### src/rtl/fir_mac_scheduler.sv
// Shared 22-tap symmetric FIR for the RED/IR photodiode channels: one pre-add/MAC
// unit, round-robin granted per accepted sample, 11 cycles per result.
module fir_mac_scheduler #(
    parameter int unsigned DATA_W = 8,
    parameter int unsigned OUT_W  = 20
) (
    input  logic              CLK_Filter,
    input  logic              rst_n,
    input  logic              clr,
    input  logic              red_valid,
    input  logic [DATA_W-1:0] red_data,
    output logic              red_ready,
    input  logic              ir_valid,
    input  logic [DATA_W-1:0] ir_data,
    output logic              ir_ready,
    output logic              out_valid,
    output logic              out_chan,
    output logic [OUT_W-1:0]  out_data,
    output logic              busy
);
    localparam int unsigned NTAPS  = 22;
    localparam int unsigned NHALF  = 11;
    localparam int unsigned PRE_W  = DATA_W + 1;
    localparam int unsigned COEF_W = 8;
    localparam int unsigned PROD_W = PRE_W + COEF_W;
    localparam int unsigned K_W    = 4;
    localparam int unsigned IDX_W  = 5;
    localparam logic        CH_RED = 1'b0;
    localparam logic        CH_IR  = 1'b1;

    typedef enum logic {IDLE, MAC} state_t;

    state_t             state, state_d;
    logic [DATA_W-1:0]  dl [2][NTAPS];
    logic [DATA_W-1:0]  hold [2];
    logic [1:0]         pend;
    logic               last_grant;
    logic [OUT_W-1:0]   acc;
    logic [K_W-1:0]     k;

    logic               grant_c;
    logic               gnt_chan_c;
    logic               mac_c;
    logic               done_c;
    logic [IDX_W-1:0]   tap_idx_c;
    logic [IDX_W-1:0]   mirror_idx_c;
    logic [PRE_W-1:0]   pre_c;
    logic [PROD_W-1:0]  prod_c;
    logic [OUT_W-1:0]   acc_next_c;

    // Half of the symmetric impulse response; c[k] == c[21-k].
    function automatic logic [COEF_W-1:0] coef(input logic [K_W-1:0] idx);
        case (idx)
            4'd0:    coef = 8'd2;
            4'd1:    coef = 8'd10;
            4'd2:    coef = 8'd16;
            4'd3:    coef = 8'd28;
            4'd4:    coef = 8'd43;
            4'd5:    coef = 8'd60;
            4'd6:    coef = 8'd78;
            4'd7:    coef = 8'd95;
            4'd8:    coef = 8'd111;
            4'd9:    coef = 8'd122;
            4'd10:   coef = 8'd128;
            default: coef = 8'd0;
        endcase
    endfunction

    assign red_ready = ~pend[0];
    assign ir_ready  = ~pend[1];

    // During MAC, last_grant is the channel being filtered.
    always_comb begin
        tap_idx_c    = IDX_W'(k);
        mirror_idx_c = IDX_W'(NTAPS - 1) - tap_idx_c;
        pre_c        = PRE_W'(dl[last_grant][tap_idx_c]) + PRE_W'(dl[last_grant][mirror_idx_c]);
        prod_c       = PROD_W'(coef(k)) * PROD_W'(pre_c);
        acc_next_c   = acc + OUT_W'(prod_c);
    end

    always_ff @(posedge CLK_Filter or negedge rst_n) begin
        if (!rst_n) begin
            state <= IDLE;
            busy  <= 1'b0;
        end else if (clr) begin
            state <= IDLE;
            busy  <= 1'b0;
        end else begin
            state <= state_d;
            busy  <= (state_d != IDLE);
        end
    end

    always_comb begin
        state_d    = state;
        grant_c    = 1'b0;
        gnt_chan_c = last_grant;
        mac_c      = 1'b0;
        done_c     = 1'b0;
        case (state)
            IDLE: begin
                if (pend != 2'b00) begin
                    grant_c    = 1'b1;
                    gnt_chan_c = (pend == 2'b11) ? ~last_grant : pend[1];
                    state_d    = MAC;
                end
            end
            MAC: begin
                mac_c = 1'b1;
                if (k == K_W'(NHALF - 1)) begin
                    done_c  = 1'b1;
                    state_d = IDLE;
                end
            end
            default: state_d = IDLE;
        endcase
    end

    // Holding slots, delay lines, accumulator and result registers.
    always_ff @(posedge CLK_Filter or negedge rst_n) begin
        if (!rst_n) begin
            for (int c = 0; c < 2; c++) begin
                hold[c] <= '0;
                for (int i = 0; i < NTAPS; i++) dl[c][i] <= '0;
            end
            pend       <= 2'b00;
            last_grant <= CH_IR;
            acc        <= '0;
            k          <= '0;
            out_valid  <= 1'b0;
            out_chan   <= CH_RED;
            out_data   <= '0;
        end else if (clr) begin
            for (int c = 0; c < 2; c++) begin
                for (int i = 0; i < NTAPS; i++) dl[c][i] <= '0;
            end
            pend      <= 2'b00;
            acc       <= '0;
            k         <= '0;
            out_valid <= 1'b0;
        end else begin
            out_valid <= 1'b0;
            if (red_valid && !pend[0]) begin
                hold[0] <= red_data;
                pend[0] <= 1'b1;
            end
            if (ir_valid && !pend[1]) begin
                hold[1] <= ir_data;
                pend[1] <= 1'b1;
            end
            if (grant_c) begin
                dl[gnt_chan_c][0] <= hold[gnt_chan_c];
                for (int i = 1; i < NTAPS; i++) dl[gnt_chan_c][i] <= dl[gnt_chan_c][i-1];
                pend[gnt_chan_c] <= 1'b0;
                last_grant       <= gnt_chan_c;
                acc              <= '0;
                k                <= '0;
            end
            if (mac_c) begin
                acc <= acc_next_c;
                k   <= k + K_W'(1);
            end
            if (done_c) begin
                out_data  <= acc_next_c;
                out_chan  <= last_grant;
                out_valid <= 1'b1;
            end
        end
    end
endmodule
### config.mk
export PLATFORM = sky130hd
export DESIGN_NAME = fir_mac_scheduler
export DESIGN_NICKNAME = d
export VERILOG_FILES = /design/src/rtl/fir_mac_scheduler.sv
export SDC_FILE = /design/constraint.sdc
export NUM_CORES = 1
export LEC_CHECK = 0
export CAP_MARGIN = 10
export CORE_AREA = 2 2 200 202
export DETAILED_ROUTE_END_ITERATION = 6
export DIE_AREA = 0 0 202 204
export PLACE_DENSITY = 0.82
export SYNTH_ARGS = -nofsm -noshare
export SYNTH_HDL_FRONTEND = slang
export SYNTH_SLANG_ARGS = --single-unit
### constraint.sdc
create_clock -name CLK_Filter -period 11.2 [get_ports CLK_Filter]
set_input_delay 1.12 -clock CLK_Filter [delete_from_list [all_inputs] [get_ports CLK_Filter]]
set_output_delay 1.12 -clock CLK_Filter [all_outputs]
set_load 0.05 [all_outputs]
# Yosys cells after proc, flatten, opt, wreduce, memory -nomap -nowiden
# Memory sizes are Yosys's and may differ from the RTL's.
# Cells that the tools add are included.
# word_totals
reg_bits	418
rom_bits	128
inputBits	21
out_inout_bits	25
wordCells	203
mem_count	1
# classes
add_sub_neg	4
n_mul	1
magnitude_cmp	7
eq_ne	2
mux	110
bitwise	11
reduce_logical	13
# memory_table
memory	words	word_bits	read_ports	rd_ports_with_merged_regs	write_ports	line_no	rtl
(name not given)	16	8	1	0	0	53	case (idx)
# op_table
cell	count
bitwise mux 352 bit	22
demux 176 bit (select 1 bit)	22
two-way mux 176 bit	7
two-way mux 352 bit	2
two-way mux 168 bit	1
two-way mux 160 bit	1
two-way mux 152 bit	1
two-way mux 144 bit	1
two-way mux 136 bit	1
two-way mux 128 bit	1
two-way mux 120 bit	1
two-way mux 112 bit	1
two-way mux 104 bit	1
two-way mux 96 bit	1
two-way mux 88 bit	1
binary-select mux 8 bit (select 5 bit)	2
two-way mux 80 bit	1
two-way mux 72 bit	1
two-way mux 64 bit	1
two-way mux 8 bit	8
two-way mux 20 bit	3
two-way mux 56 bit	1
two-way mux 48 bit	1
two-way mux 40 bit	1
other kinds (31)	65

# Depth between registers and ports, before layout
# Gate-level depths: netlist of the first run.
# depth
ltp_word	33
ltp_mapped	34
mapped_depth_nobuf	29

# Worst setup path after synthesis of the first run
# No wires, ideal clock.
# synth_path
path_kind	reg-to-reg
startpoint	register k[1]
endpoint	register acc[16]
setup_ps	87
arrival_time_ps	8071
required_ps	11113
slack_ps	3043
path_stages_with_launch	33
cell_sequence	dfrtp_1 -> buf_2 -> buf_2 -> inv_2 -> buf_1 -> ha_1 -> clkbuf_1 -> inv_2 -> and3_1 -> a31oi_1 -> a221o_1 -> ha_1 -> fa_1 -> a21o_1 -> a21oi_1 -> o21bai_1 -> a21oi_1 -> xnor2_1 -> nand2_1 -> fa_1 -> inv_1 -> fa_1 -> fa_1 -> inv_1 -> fa_1 -> inv_1 -> ha_1 -> o21a_1 -> o21ai_1 -> nand2b_1 -> a32oi_1 -> mux2_2 -> o211ai_1
# synth_between
elab_chain_len	10
word_cells_on_any_way	15
classes_between	add/sub (3); mul (1); mux (8); bitwise (2); memory (1)
# synth_rtl
element	line_no	rtl
start, declared	39	logic [K_W-1:0] k;
start signal, assigned	161	k <= k + K_W'(1);
subtractor 5 x 4 -> 5 bit	75	mirror_idx_c = IDX_W'(NTAPS - 1) - tap_idx_c;
NOT 5 -> 6 bit (implied by the code)	76	pre_c = PRE_W'(dl[last_grant][tap_idx_c]) + PRE_W'(dl[last_grant][mirror_idx_c]);
binary-select mux 8 bit (select 5 bit)	76	
two-way mux 8 bit (implied by the code) (2 in series)	76	
adder 8 x 8 -> 9 bit	76	
multiplier 8 x 9 -> 17 bit *	77	prod_c = PROD_W'(coef(k)) * PROD_W'(pre_c);
adder 20 x 17 -> 20 bit *	78	acc_next_c = acc + OUT_W'(prod_c);
two-way mux 20 bit *	159	if (mac_c) begin
two-way mux 20 bit *	133	end else if (clr) begin
end signal, assigned	160	acc <= acc_next_c;
end, declared	38	logic [OUT_W-1:0] acc;
# Mark *: on every way between the ends. The rest lies on a longest branch, timed or not. The select of a mux whose other input is x is not followed.
# A chain may end at the register's enable or synchronous reset.

# Final worst setup path of the first run
# Ends and elaborated chain as after synthesis.

==> results of run 1 <==
-- layout make-up --
type                    instances  area, um2  share of cell area [%]
well taps                     525        657                    2.59
multi-input cells            1106      11500                    45.6
flip-flops and latches        418      10500                    41.4
inverters                     113        424                    1.68
repair buffers                 72        683                    2.70
clock inverters                15        171                   0.677
clock buffers                  65       1360                    5.38
-- power breakdown --
group / switching, mW / total (mW) / internal [mW]
registers: 0.0840 / 1.62 / 1.54
clock network: 0.634 / 1.53 / 0.893
logic: 0.289 / 0.509 / 0.220
-- cell families (layout without fill, tap and decap cells) --
family / Yosys count / in the layout / share of synthesized area, %
buf+inv: 256 / 265 / 4.81
fa+ha+maj: 118 / 118 / 8.28
simple gates: 256 / 256 / 5.07
compound gates: 496 / 496 / 17.4
flops: 418 / 418 / 45.3
mux: 215 / 215 / 18.3
xor+xnor: 21 / 21 / 0.797
-- synthesized netlist by cell type, types with 3 or more instances --
cell type and number:
nand2_1 123, and2_1 7, a21o_1 8, a31oi_1 7, a21oi_1 31, o21ai_0 33, ha_1 60, nand3_1 13
nor3b_1 4, xor2_1 7, a211oi_1 5, fa_1 58, buf_6 6, nor3_1 7, or2_2 6, o21bai_1 5
and3_1 3, inv_2 3, mux2_2 27, dfrtp_1 417, o21ai_1 7, nand3b_1 3, xnor2_1 14, nand4_1 5
o21a_1 7, nand2b_1 10, buf_2 59, inv_1 110, clkbuf_1 57, a311oi_1 4, nor2_1 54, buf_1 13
o221ai_1 3, nor2b_1 12, o22ai_1 5, mux4_2 163, mux2i_1 25, a22o_1 366, buf_4 8
-- sequential cells by signal, indices dropped and copies added (netlist names) --
| name | flops |
|---|---|
| pend | 2 |
| last_grant | 1 |
| acc | 20 |
| state | 1 |
| dl | 352 |
| out_chan | 1 |
| out_valid | 1 |
| out_data | 20 |
| hold | 16 |
| k | 4 |
-- metrics by stage --
stage                     hold slack (ns)  utilization (%)  setup slack [ns]  power (mW)
final                               0.470             64.6              1.83        3.66
after global placement              0.459             60.7              2.16        2.15
after global routing                0.496             64.6              1.18        3.79
after detailed placement            0.461             60.7              1.86        2.16
after CTS                           0.476             64.6              1.87        3.69
after floorplan                     0.450                -              3.04        2.05
-- critical path: cells and delay by family (launching register included) --
family | cells | cell delay [ns]
buffers and inverters | 5 | 0.99
adders and majority gates | 8 | 3.95
muxes | 2 | 0.63
and+or+nand+nor | 2 | 0.26
DFF | 1 | 0.83
AOI/OAI and AO/OA | 10 | 2.32
xor gates and xnor gates | 1 | 0.28
-- metal layers --
metal	GRT usage, %	vias to the layer above
met5	0	-
met1	40.3	8226
met2	41.6	776
met3	4.72	129
met4	9.64	0
li1	-	6714
-- worst max path at each step --
stage | end | cells past startpoint | from
4_1_cts | acc[16]$_DFFE_PN0P_ | 28 | k[1]$_DFFE_PN0P_
5_1_grt | acc[16]$_DFFE_PN0P_ | 27 | k[1]$_DFFE_PN0P_
2_1_floorplan | acc[16]$_DFFE_PN0P_ | 32 | k[1]$_DFFE_PN0P_
3_3_place_gp | acc[16]$_DFFE_PN0P_ | 28 | k[1]$_DFFE_PN0P_
6_report | acc[16]$_DFFE_PN0P_ | 28 | k[1]$_DFFE_PN0P_
3_5_place_dp | acc[16]$_DFFE_PN0P_ | 28 | k[1]$_DFFE_PN0P_
==> flow_metrics.py, run 1 <==
metrics = {
    "run_status": {
        "outcome": "finished clean",
    },
    "critical_path": {
        "cp_data_required_time_ns": 11.69,
        "rrSetupSlack_ns": 1.83,
        "reg2reg_to": "acc[16]$_DFFE_PN0P_",
        "crit_top_cell": "fa_1",
        "cp-start-kind": "register",
        "r2r_cells": 28,
        "max_stage_delay_ns": 0.87,
        "cp.arrival_ns": 9.86,
        "cp-end-kind": "register",
        "crit_type": "register to register",
        "r2r-start": "k[1]$_DFFE_PN0P_",
        "path_max_fanout": 44,
        "cpMaxStageDelayCell": "ha_1",
    },
    "route": {
        "viasPerCell": 6.85,
        "via_count": 15800,
        "highest_layer": "met4",
        "wl_um": 54200,
        "dr.pass1.iters": 5,
        "met2_length_um": 25400,
        "wl_met1_um": 22700,
        "met3_length_um": 4390,
        "detail-route-antenna-nets": 0,
        "drc_errors": 0,
        "wl_per_cell_um": 23.4,
        "drt-initial-drc-count": 1957,
    },
    "worst_hold_path": {
        "hold_class": "register to register",
        "worstHoldPathCells": 2,
        "holdPathEnd": "out_data[9]$_DFFE_PN0P_",
        "hold_path.startpoint": "out_data[9]$_DFFE_PN0P_",
    },
    "placement": {
        "place_area_mm2": 0.0238,
        "place_congestion": 0.879,
        "hpwl_um": 34100,
        "port_buffers": 45,
        "placedCellCount": 2234,
    },
    "timing": {
        "period_share_pct": 83.6,
        "hold_viol_final": 0,
        "setup_viol": 0,
        "fin_tns_setup_ns": 0,
        "slew_headroom_pct": 30.6,
        "fin_crit_ns": 9.37,
        "clock-skew-final_ns": 0.0287,
        "clock.fmax_mhz": 107,
        "finalMaxSlewViolations": 0,
        "tightest_slew_ns": 1.04,
        "rsz0062_at_grt": "no",
    },
    "synthesis": {
        "ys_warn_count": 0,
        "synth_top_cell_by_area": "dfrtp_1",
        "ys_types": 58,
        "ys_ff_latch": 418,
        "synth.top_cell.area_share_pct": 45.2,
        "synth_area_per_cell_um2": 13.0,
        "synth-edff-count": 0,
        "yosys_most_used_dff": "dfrtp_1",
        "syn_inst": 1780,
        "synth_fp_nets": 1919,
        "synthTopCellsByArea": "dfrtp_1, mux4_2, a22o_1",
        "ys_async_sr_fraction_pct": 100,
        "synth_area_mm2": 0.0231,
        "yosysSeqAreaShare_pct": 45.3,
    },
    "cells_and_area": {
        "fillers": 2717,
        "stdcell_area_mm2": 0.0253,
        "instances_no_fill": 2314,
        "final_common_cell": "dfrtp_1",
        "insertedDiodeCount": 0,
        "area_growth_pct": 9.67,
        "final_nets": 1895,
        "mostFrequentLayoutCells": "dfrtp_1, a22o_1, mux4_2",
        "drive_above_1_share_pct": 17.6,
    },
    "clock_network": {
        "cts_tree": "done",
        "htree_levels": 2,
        "clock-root-buffer": "clkbuf_16",
        "path_clk_slew_ns": 0.07,
        "cts.sinks": 418,
        "cts-buffers-inserted": 45,
        "cts_hold_buf": 0,
        "clkLatencyLatePin_ns": 0.59,
        "cts_resized": 0,
        "clockBufferDepth": 3,
        "postCtsSetupBuffers": 0,
    },
    "die": {
        "fp-row-count": 73,
        "initial_core_util_pct": 58.9,
        "coreArea_mm2": 0.0392,
        "die_x_um": 202,
        "ioPinCount": 46,
        "die_area_mm2": 0.0412,
        "die_y_um": 204,
    },
    "power": {
        "ir_worst_vdd_mv": 0.152,
        "powerDensity_mw_per_mm2": 144,
        "leakage_nw": 11.5,
    },
    "grt": {
        "grt_pass1_wl_um": 89600,
        "antenna_found_initial": 0,
        "grt_pass1_vias": 15900,
        "grt_overflow_total": 0,
        "grt_max_degree": 178,
        "grt_usage_pct": 27.3,
    },
    "run": {
        "maxCapViolCount": 0,
    },
}
Power figures use the tool's default switching activity.
==> inputs of run 2 (changes only) <==
clock period = 8.8 ns   (was 11.2 ns; I/O delays follow)
==> run 2 against run 1 <==
Clock power increased by 25%. Combinational power is 52% higher. Sequential power rose by 24%. Count of clock-buffer cells in the layout stayed put. Critical path depth fell by 2. Non-clock buffer count grew 22.
==> flow_metrics.py, run 2 (synthesis gave the netlist of run 1 again) <==
metrics = {
    "timing": {
        "fin_tns_setup_ns": 0,
        "hold_viol_final": 0,
        "finalMaxSlewViolations": 0,
        "tightest_slew_ns": 1.15,
        "slew_headroom_pct": 22.6,
        "clock-skew-final_ns": 0.0377,
        "worst_slack_ns": 0.549,
        "rsz0062_at_grt": "no",
        "setup_viol": 0,
        "fin_crit_ns": 8.25,
        "clock.fmax_mhz": 121,
        "period_share_pct": 93.8,
    },
    "route": {
        "via_count": 16100,
        "drc_errors": 0,
        "dr.pass1.iters": 5,
        "detail-route-antenna-nets": 0,
        "viasPerCell": 6.89,
        "wl_um": 55800,
        "drt-initial-drc-count": 1645,
        "wl_per_cell_um": 23.9,
    },
    "grt": {
        "grt_overflow_total": 0,
        "grt_pass1_wl_um": 91400,
        "grt_usage_pct": 28.0,
        "grt_max_degree": 177,
        "grt_pass1_vias": 16200,
        "antenna_found_initial": 0,
    },
    "power": {
        "p_int_mw": 3.41,
        "switchingPower_mw": 1.28,
        "netSwitchingFraction_pct": 27.3,
        "clkPwrFrac_pct": 40.7,
        "powerDensity_mw_per_mm2": 184,
        "comb_power_share_pct": 16.5,
        "leakage_nw": 11.6,
        "power_frac_seq_pct": 42.7,
        "ir_worst_vdd_mv": 0.165,
    },
    "worst_hold_path": {
        "hold_class": "primary input to asynchronous set/reset pin",
    },
    "critical_path": {
        "rrSetupSlack_ns": 0.55,
        "cp-start-kind": "register",
        "r2r_cells": 26,
        "crit_type": "register to register",
        "cp.arrival_ns": 8.66,
        "r2r-start": "k[1]$_DFFE_PN0P_",
        "path_max_fanout": 21,
        "cp_data_required_time_ns": 9.21,
        "cp-end-kind": "register",
        "reg2reg_to": "out_data[15]$_DFFE_PN0P_",
    },
    "die": {
        "initial_core_util_pct": 58.9,
        "coreArea_mm2": 0.0392,
        "fp-row-count": 73,
        "die_area_mm2": 0.0412,
        "die_y_um": 204,
        "ioPinCount": 46,
        "die_x_um": 202,
    },
    "clock_network": {
        "cts_hold_buf": 0,
        "cts-buffers-inserted": 45,
        "cts_tree": "done",
        "cts.sinks": 418,
        "htree_levels": 2,
        "clkLatencyLatePin_ns": 0.59,
        "path_clk_slew_ns": 0.06,
        "clock-root-buffer": "clkbuf_16",
        "clockBufferDepth": 3,
    },
    "placement": {
        "post-place-ws_ns": 0.338,
        "hpwl_um": 34900,
        "place_congestion": 0.898,
        "port_buffers": 45,
    },
    "cells_and_area": {
        "final_common_cell": "dfrtp_1",
        "fillers": 2727,
        "regMostFlops": "dl",
        "largest_register_ffs": 352,
        "top_regs": "dl x352, acc x20, out_data x20",
        "mostFrequentLayoutCells": "dfrtp_1, a22o_1, mux4_2",
        "final_nets": 1917,
        "drive_above_1_share_pct": 18.2,
        "area_growth_pct": 10.5,
        "insertedDiodeCount": 0,
    },
    "run": {
        "maxCapViolCount": 0,
    },
    "run_status": {
        "outcome": "finished clean",
    },
}
-- run 2: worst max path at each step --
stage | startpoint | end | slack (ns) | cells after the start
after floorplan | k[1]$_DFFE_PN0P_ | acc[16]$_DFFE_PN0P_ | 0.64 | 32
final | k[1]$_DFFE_PN0P_ | out_data[15]$_DFFE_PN0P_ | 0.55 | 26
after global routing | last_grant$_DFFE_PN1P_ | out_data[19]$_DFFE_PN0P_ | 0.10 | 25
after global placement | last_grant$_DFFE_PN1P_ | out_data[18]$_DFFE_PN0P_ | 0.50 | 26
after detailed placement | last_grant$_DFFE_PN1P_ | out_data[11]$_DFFE_PN0P_ | 0.34 | 27
after CTS | last_grant$_DFFE_PN1P_ | out_data[11]$_DFFE_PN0P_ | 0.31 | 27
-- run 2: critical path, stage by stage (launching register included) --
cell and delay [ns]:
dfrtp_4 0.62, ha_1 0.30, nor2b_1 0.15, a31oi_1 0.53, buf_4 0.30, o221ai_1 0.13, o21ai_0 0.25, o21ai_1 0.17
ha_1 0.33, a21o_1 0.19, a21oi_2 0.22, o21bai_1 0.14, a2111oi_2 0.46, nor3_1 0.17, buf_4 0.18, nor3b_1 0.29
fa_1 0.47, fa_1 0.46, fa_1 0.52, fa_1 0.42, ha_1 0.38, a21o_1 0.25, a211oi_1 0.33, o221ai_1 0.20
a21oi_1 0.28, xor2_1 0.21, o21ai_0 0.11
-- run 2: power groups by stage --
stage	Combinational [mW]	Clock [mW]	Sequential, mW
floorplan	0.600	0	2.00
global placement	0.685	0	2.07
detailed placement	0.700	0	2.07
CTS	0.704	1.94	2.04
global route	0.844	2.03	2.01
finish	0.776	1.91	2.01
-- run 2: area by class of cell --
class                      instances  area (um2)  share of cell area (%)
multi-input combinational       1106       11600                    45.3
sequential                       418       10500                    41.0
clock buffer                      65        1270                    4.98
timing repair buffer              94         913                    3.58
tap                              525         657                    2.57
inverter                         113         424                    1.66
clock inverter                    15         225                   0.883
-- run 2: through the flow --
stage | instance area (um2) | utilization, % | instances | power, mW | hold slack [ns]
after floorplan | 23100 | - | 1780 | 2.60 | 0.450
after global placement | 23900 | 61.0 | 2245 | 2.75 | 0.461
after detailed placement | 23900 | 61.0 | 2245 | 2.77 | 0.469
after CTS | 25400 | 64.8 | 2325 | 4.68 | 0.304
after global routing | 25500 | 65.1 | 2336 | 4.88 | 0.333
final | 25500 | 65.1 | 2336 | 4.70 | 0.275
-- run 2: repair_timing --
item | in CTS | in global routing
buffers inserted | 0 | 11
gates resized for setup | 0 | 3
setup endpoints to repair | 0 | 20
-- run 2: layer usage --
| layer | up-vias | GRT usage [%] | routed length (um) |
|---|---|---|---|
| met2 | 888 | 43.4 | 26500 |
| met3 | 169 | 5.53 | 4900 |
| met5 | - | 0 | 0 |
| met4 | 0 | 11.1 | 2330 |
| li1 | 6747 | - | - |
| met1 | 8282 | 39.4 | 22100 |
